## src/rtl/mips_mc_ctrl.sv

```systemverilog
// Multi-cycle MIPS control unit: FETCH/DECODE/EXEC/MEM/WB sequencer with
// bounded memory handshakes, a sticky FAULT state and a retired-instruction counter.
module mips_mc_ctrl #(
    parameter int TIMEOUT = 16
) (
    input  logic        clk,
    input  logic        rst_n,
    input  logic [31:0] instr,
    output logic        imem_req,
    input  logic        imem_ack,
    output logic        dmem_req,
    output logic        dmem_we,
    input  logic        dmem_ack,
    output logic [11:0] alu_control,
    output logic        alu_src_imm,
    input  logic        alu_zero,
    output logic        ir_load,
    output logic        pc_load,
    output logic        reg_we,
    output logic        reg_dst,
    output logic        mem_to_reg,
    output logic [1:0]  pc_src,
    output logic        fault,
    output logic [2:0]  state,
    output logic [31:0] retired
);

    typedef enum logic [2:0] {
        ST_FETCH  = 3'd0,
        ST_DECODE = 3'd1,
        ST_EXEC   = 3'd2,
        ST_MEM    = 3'd3,
        ST_WB     = 3'd4,
        ST_FAULT  = 3'd7
    } state_t;

    localparam logic [5:0] OP_RTYPE = 6'b000000;
    localparam logic [5:0] OP_ADDI  = 6'b001000;
    localparam logic [5:0] OP_LW    = 6'b100011;
    localparam logic [5:0] OP_SW    = 6'b101011;
    localparam logic [5:0] OP_BEQ   = 6'b000100;
    localparam logic [5:0] OP_J     = 6'b000010;

    localparam logic [11:0] ALU_ADD_IMM = 12'b001000000000;
    localparam logic [7:0]  WAIT_LAST   = 8'(TIMEOUT - 1);

    state_t      r_state;
    logic [5:0]  r_opcode;
    logic [5:0]  r_funct;
    logic [7:0]  r_wait_cnt;
    logic [31:0] r_retired;

    state_t      w_next_state;
    logic [5:0]  w_dec_op;
    logic        w_wait_last;
    logic        w_wait_inc;
    logic        w_wait_clr;
    logic        w_retire;
    logic        w_unused_instr;

    assign w_dec_op       = instr[31:26];
    assign w_wait_last    = (r_wait_cnt == WAIT_LAST);
    assign w_unused_instr = ^instr[25:6];

    // State register
    always_ff @(posedge clk or negedge rst_n) begin
        if (!rst_n) begin
            r_state <= ST_FETCH;
        end else begin
            r_state <= w_next_state;
        end
    end

    // Next-state logic; an ack in the last allowed wait cycle beats the timeout
    always_comb begin
        w_next_state = r_state;
        case (r_state)
            ST_FETCH: begin
                if (imem_ack)
                    w_next_state = ST_DECODE;
                else if (w_wait_last)
                    w_next_state = ST_FAULT;
            end
            ST_DECODE: begin
                case (w_dec_op)
                    OP_J:                                 w_next_state = ST_FETCH;
                    OP_RTYPE, OP_ADDI, OP_LW, OP_SW, OP_BEQ: w_next_state = ST_EXEC;
                    default:                              w_next_state = ST_FAULT;
                endcase
            end
            ST_EXEC: begin
                case (r_opcode)
                    OP_RTYPE, OP_ADDI: w_next_state = ST_WB;
                    OP_LW, OP_SW:      w_next_state = ST_MEM;
                    OP_BEQ:            w_next_state = ST_FETCH;
                    default:           w_next_state = ST_FAULT;
                endcase
            end
            ST_MEM: begin
                if (dmem_ack)
                    w_next_state = (r_opcode == OP_LW) ? ST_WB : ST_FETCH;
                else if (w_wait_last)
                    w_next_state = ST_FAULT;
            end
            ST_WB:    w_next_state = ST_FETCH;
            ST_FAULT: w_next_state = ST_FAULT;
            default:  w_next_state = ST_FAULT;
        endcase
    end

    // Outputs; forced quiet while reset is held so strobes drop immediately
    always_comb begin
        imem_req    = 1'b0;
        dmem_req    = 1'b0;
        dmem_we     = 1'b0;
        alu_control = 12'h000;
        alu_src_imm = 1'b0;
        ir_load     = 1'b0;
        pc_load     = 1'b0;
        reg_we      = 1'b0;
        reg_dst     = 1'b0;
        mem_to_reg  = 1'b0;
        pc_src      = 2'd0;
        fault       = 1'b0;
        if (rst_n) begin
            case (r_state)
                ST_FETCH: begin
                    imem_req = 1'b1;
                    if (imem_ack) begin
                        ir_load = 1'b1;
                        pc_load = 1'b1;
                        pc_src  = 2'd0;
                    end
                end
                ST_DECODE: begin
                    if (w_dec_op == OP_J) begin
                        pc_load = 1'b1;
                        pc_src  = 2'd2;
                    end
                end
                ST_EXEC: begin
                    case (r_opcode)
                        OP_RTYPE: alu_control = {6'b000000, r_funct};
                        OP_ADDI, OP_LW, OP_SW: begin
                            alu_control = ALU_ADD_IMM;
                            alu_src_imm = 1'b1;
                        end
                        OP_BEQ: begin
                            alu_control = ALU_ADD_IMM;
                            if (alu_zero) begin
                                pc_load = 1'b1;
                                pc_src  = 2'd1;
                            end
                        end
                        default: ;
                    endcase
                end
                ST_MEM: begin
                    dmem_req = 1'b1;
                    dmem_we  = (r_opcode == OP_SW);
                end
                ST_WB: begin
                    reg_we     = 1'b1;
                    reg_dst    = (r_opcode == OP_RTYPE);
                    mem_to_reg = (r_opcode == OP_LW);
                end
                ST_FAULT: fault = 1'b1;
                default:  ;
            endcase
        end
    end

    assign state   = r_state;
    assign retired = r_retired;

    assign w_wait_clr = (w_next_state != r_state) &&
                        ((w_next_state == ST_FETCH) || (w_next_state == ST_MEM));
    assign w_wait_inc = ((r_state == ST_FETCH) && !imem_ack) ||
                        ((r_state == ST_MEM) && !dmem_ack);

    // Instruction completion points: each instruction class retires exactly once
    assign w_retire = (r_state == ST_WB) ||
                      ((r_state == ST_MEM) && dmem_ack && (r_opcode == OP_SW)) ||
                      ((r_state == ST_EXEC) && (r_opcode == OP_BEQ)) ||
                      ((r_state == ST_DECODE) && (w_dec_op == OP_J));

    always_ff @(posedge clk or negedge rst_n) begin
        if (!rst_n) begin
            r_opcode   <= 6'd0;
            r_funct    <= 6'd0;
            r_wait_cnt <= 8'd0;
            r_retired  <= 32'd0;
        end else begin
            if (r_state == ST_DECODE) begin
                r_opcode <= instr[31:26];
                r_funct  <= instr[5:0];
            end
            if (w_wait_clr)
                r_wait_cnt <= 8'd0;
            else if (w_wait_inc)
                r_wait_cnt <= r_wait_cnt + 8'd1;
            if (w_retire)
                r_retired <= r_retired + 32'd1;
        end
    end

    a_fault_sticky: assert property (@(posedge clk) disable iff (!rst_n)
        (r_state == ST_FAULT) |=> (r_state == ST_FAULT));
    a_fault_quiet: assert property (@(posedge clk) disable iff (!rst_n)
        (r_state == ST_FAULT) |-> !(imem_req || dmem_req || ir_load || pc_load || reg_we));
    a_req_excl: assert property (@(posedge clk) disable iff (!rst_n)
        !(imem_req && dmem_req));

endmodule

```

## config.mk

```make
export PLATFORM = sky130hd
export DESIGN_NAME = mips_mc_ctrl
export DESIGN_NICKNAME = d
export VERILOG_FILES = /design/src/rtl/mips_mc_ctrl.sv
export SDC_FILE = /design/constraint.sdc
export NUM_CORES = 1
export LEC_CHECK = 0
export ABC_AREA = 0
export BUFFER_PORTS_ARGS = -buffer_cell sky130_fd_sc_hd__buf_2
export CORE_MARGIN = 3
export CORE_UTILIZATION = 50
export DETAILED_ROUTE_END_ITERATION = 6
export PLACE_DENSITY = 0.82
export SYNTH_ARGS = -nofsm -noshare
export SYNTH_HDL_FRONTEND = slang
export SYNTH_SLANG_ARGS = --single-unit
```

## constraint.sdc

```tcl
create_clock -name clk -period 3.5 [get_ports clk]
set_input_delay 0.35 -clock clk [delete_from_list [all_inputs] [get_ports clk]]
set_output_delay 0.35 -clock clk [all_outputs]
set_load 0.05 [all_outputs]
```

# Word level (Yosys, flattened, before mapping)
# Cells that the tools add are included.
# word_totals
register_bits	55
latch_bits	0
ramBits	0
mem_bits_ro	0
out_inout_bits	59
memories	0
# classes
add_sub_neg	2
mul	0
div	0
magnitude_cmp	0
eq_ne	17
n_shift	0
n_mux	42
n_bitwise	0
reduce_logical	24
# ops
op	count
32-bit by 1-bit adder with 32-bit output, second input constant	1
1-bit 2-to-1 mux	26
6-bit == test, second input constant	4
10-bit 2-to-1 mux	2
10-bit case mux with 2 select lines	1
8-bit 2-to-1 mux	2
3-bit case mux with 5 select lines	1
6-bit by 3-bit == test with 1-bit output, second input constant	2
6-bit by 4-bit == test with 1-bit output, second input constant	2
6-bit logical NOT	2
3-bit 2-to-1 mux	4
3-bit by 2-bit == test with 1-bit output, second input constant	3
3-bit case mux with 3 select lines	1
8-bit by 1-bit adder with 8-bit output, second input constant	1
8-bit by 4-bit == test with 1-bit output, second input constant	1
1-bit logical AND	7
3-bit == test, second input constant	2
6-bit by 2-bit == test with 1-bit output, second input constant	1
3-bit logical NOT	2
3-bit case mux with 2 select lines	1
1-bit logical OR	5
5-bit OR reduction	1
2-bit 2-to-1 mux	2
2-bit case mux with 2 select lines	1
8 further kinds	10

# Logic depth before layout (Yosys ltp)
# logic_depth
word_depth	8
depth_mapped	8
depth_no_buf	7

# Worst setup path before layout
# No wires, ideal clock.
# synth_timing
path_kind	flip-flop to output port
startpoint	register r_state[2] (netlist: state[2])
endpoint	output pc_src[0]
arrival_ps	2399
required_ps	3150
slack_ps	751
stages_incl_launch_ff	5
path_cell_list	dfrtp_1 -> clkbuf_1 -> nand2b_1 -> or2_1 -> nor3_1
# synth_via
elab_chain_len	3
word_cells_on_any_way	4
# synth_rtl
item	line_no	source
start: declaration	47	state_t r_state;
start signal: assignment	70	r_state <= w_next_state;
3-bit by 2-bit == test with 1-bit output or 3-bit by 1-bit == test with 1-bit output (tied branches)	126	case (r_state)
2-bit case mux with 2 select lines *	126	
2-bit 2-to-1 mux *	125	if (rst_n) begin
end: declaration	22	output logic [1:0] pc_src,
# Every way passes the cells marked *; elsewhere a longest branch is shown, timed or not.

# Worst setup path in the final report
# layout_timing
startpoint	register r_state[2] (netlist: state[2])
endpoint	output alu_control[1]
# layout_via
elab_chain_len	3
# layout_rtl
item	line_no	source
3-bit by 2-bit == test with 1-bit output	126	
10-bit 2-to-1 mux	126	
10-bit 2-to-1 mux	125	
end: declaration	14	output logic [11:0] alu_control,
# Every way passes these cells.

==> metrics <==
Seq/Total Area, Yosys=47.7%; fin cells=420; largest cells by area after synthesis=dfrtp_1, xnor2_1, nand4_1; critical path depth in cells=5; Setup TNS=0 ns; Syn Area/Cell=10.4 um^2; Clock Sinks=55; max incr delay on CP=0.58 ns; layout cell share with drive strength beyond 1=27.3%; PD cells=302 nW/um^2; count leader, synth=dfrtp_1; full die area=6710 um^2; Initial DRC Count=109; Hold Crit Class=in -> async; LEAKAGE=1.66 nW; antenna-violating nets left=0; largest net degree at the start of global routing=59; HPWL after DPL=4360 um; crit-path max FO=17; crit path DAT=2.38 ns; # DRC=0; Clk pin slew, worst setup/hold paths=0.09 ns; area leader, netlist=dfrtp_1; routability cong.=0.825; min Tclk post-route=2.73 ns; # diodes=0; vias=2,319; fmax=367 MHz; Startpoint Class=flop; crit path buf inv count=1; CP endpoint kind=output port; clock skew=0.0118 ns; hold slack final=0.244 ns; core area=5540 um^2; Slowest cell on crit path=dfrtp_1; # H-tree levels=2; worst slew pin tran=0.893 ns; DIE WIDTH=81.9 um; Synth Cell Area=2880 um^2; initial antenna violation count=0; Pre-Repair DR Iteration Count=4; CP Data Required Time=3.15 ns; post-layout power=1.02 mW; outcome=complete, no violations; final WL=5960 um; TritonCTS clock tree=yes; crit path cell chain=nand2b_1 > or2_1 > nor3_1 > and2_1 > buf_2; number of global-route vias before repair=2,079; Synth async-reset ratio=100%; Worst-Skew Late Latency=0.30 ns; number of I/O pins=96; routed vias/inst=5.52; CTS resizes=0; max-slew violation count=0; final setup vio count=0; CTS max path bufs=2; Worst path top cell family by delay=simple AND/OR/NAND/NOR gates; post-CTS setup buffers=0; Post-Synthesis Cells=277; worst rel slew slack=40.3%; Synth warnings=0; total CTS buffers=5; first-pass GRT wire length=9540 um; synth cell count leaders=dfrtp_1, xnor2_1, nand2_1; Post-layout nets=386; Hold Fails Final Rpt=0; Worst VDD drop=282 uV; final core occ=60.9%; placed insts=412; IO buf count=70; gr ovfl total=0; RSZ-0062 raised after global routing=no; number of synthesized flops with an enable pin=0; post-synth top area share=47.7%; dominant synthesized flop cell=dfrtp_1; Root Buffer=clkbuf_8; hold_buf cts=0; area grow syn2layout=17.0%; Distinct cells, synth=49; routed length per placed instance=14.2 um; Die H=81.9 um; Setup CP Type=reg -> out; gr usage total=18.0%; num rows=27; initial core utilization=52.1%; FF+latch count, synth=55; max cap viols=0; worst r2r path cells=6; Tcrit/Tclk final=77.9%
-- power by group --
part	leakage, nW	total [mW]	switching [mW]	internal (mW)
logic	0.869	0.0468	0.0360	0.0108
registers	0.751	0.636	0.000530	0.635
clock network	0.0412	0.338	0.197	0.140
total	1.66	1.02	0.234	0.787
-- per-stage QoR --
| step | instance area [um^2] | setup slack, ns |
|---|---|---|
| 3_3_place_gp | 3290 | 1.13 |
| 3_5_place_dp | 3290 | 1.07 |
| 4_1_cts | 3370 | 0.732 |
| 5_1_grt | 3370 | 0.574 |
| 6_report | 3370 | 0.772 |
| 2_1_floorplan | 2900 | 0.751 |
-- cells in the final DEF, fill, tap and decap left out, types with 2 or more instances in the layout --
master / netlist / routed
ha_1: 2 / 2
o2bb2ai_1: 2 / 2
nand4b_1: 3 / 3
buf_4: 5 / 3
buf_2: 5 / 70
a21oi_4: 2 / 2
nand2b_1: 2 / 2
inv_1: 2 / 2
nand3b_1: 3 / 3
nand4_1: 15 / 15
nand3_1: 17 / 17
nor4_1: 3 / 3
nor3_1: 8 / 7
or2_1: 2 / 2
or4b_1: 2 / 2
nor2b_1: 4 / 4
and4_1: 3 / 3
nor4_2: 2 / 2
xnor2_1: 32 / 32
nor2_1: 19 / 19
and2_1: 12 / 12
nand2_1: 22 / 22
a21oi_1: 4 / 4
mux2_1: 8 / 8
mux2_2: 5 / 5
xor2_1: 6 / 6
conb_1: 1 / 5
o21ai_0: 2 / 2
clkbuf_8: 0 / 5
dfrtp_1: 55 / 55
and3_1: 7 / 7
-- layout make-up --
type | count | area [um^2]
Clock inverter | 2 | 12.5
Multi-Input combinational cell | 209 | 1440
Timing Repair Buffer | 73 | 373
Tap cell | 72 | 90.1
Fill cell | 491 | 2170
Inverter | 3 | 11.3
Sequential cell | 55 | 1380
Clock buffer | 6 | 72.6
-- metal layers --
layer | vias up | part of all wire, % | global-route usage [%]
met5 | - | 0 | 0
met4 | 0 | 0.69 | 3.82
met3 | 4 | 6.1 | 3.51
met2 | 72 | 47 | 29.5
met1 | 1135 | 46 | 24.8
li1 | 1108 | - | -
-- cell families (layout without fill, tap and decap cells) --
logic type / Yosys count / in the layout / synth area share [%]
buffers and inverters: 17 / 84 / 3.08
AOI/OAI and AO/OA: 19 / 19 / 5.25
and+or+nand+nor: 131 / 131 / 26.0
muxes: 14 / 14 / 5.42
xor gates and xnor gates: 38 / 38 / 11.5
adders and majority gates: 2 / 2 / 0.868
other: 1 / 5 / 0.130
DFF: 55 / 55 / 47.7
-- sequential cells by signal, summed over array words and instances, names as in the netlist --
signal      count
r_funct         6
r_opcode        6
retired        32
r_wait_cnt      8
state           3
-- path summary, 6_finish.rpt --
check / startpoint / end / slack, ns
min in group clk: instr[1] / r_funct[1] / 0.25
min: rst_n / retired[3] / 0.24
max: state[2] / alu_control[1] / 0.77
max reg2reg: state[1] / r_wait_cnt[3] / 1.14
max in group asynchronous: rst_n / state[2] / 2.79
min reg2reg: retired[31] / retired[31] / 0.47
Power figures use the tool's default switching activity.
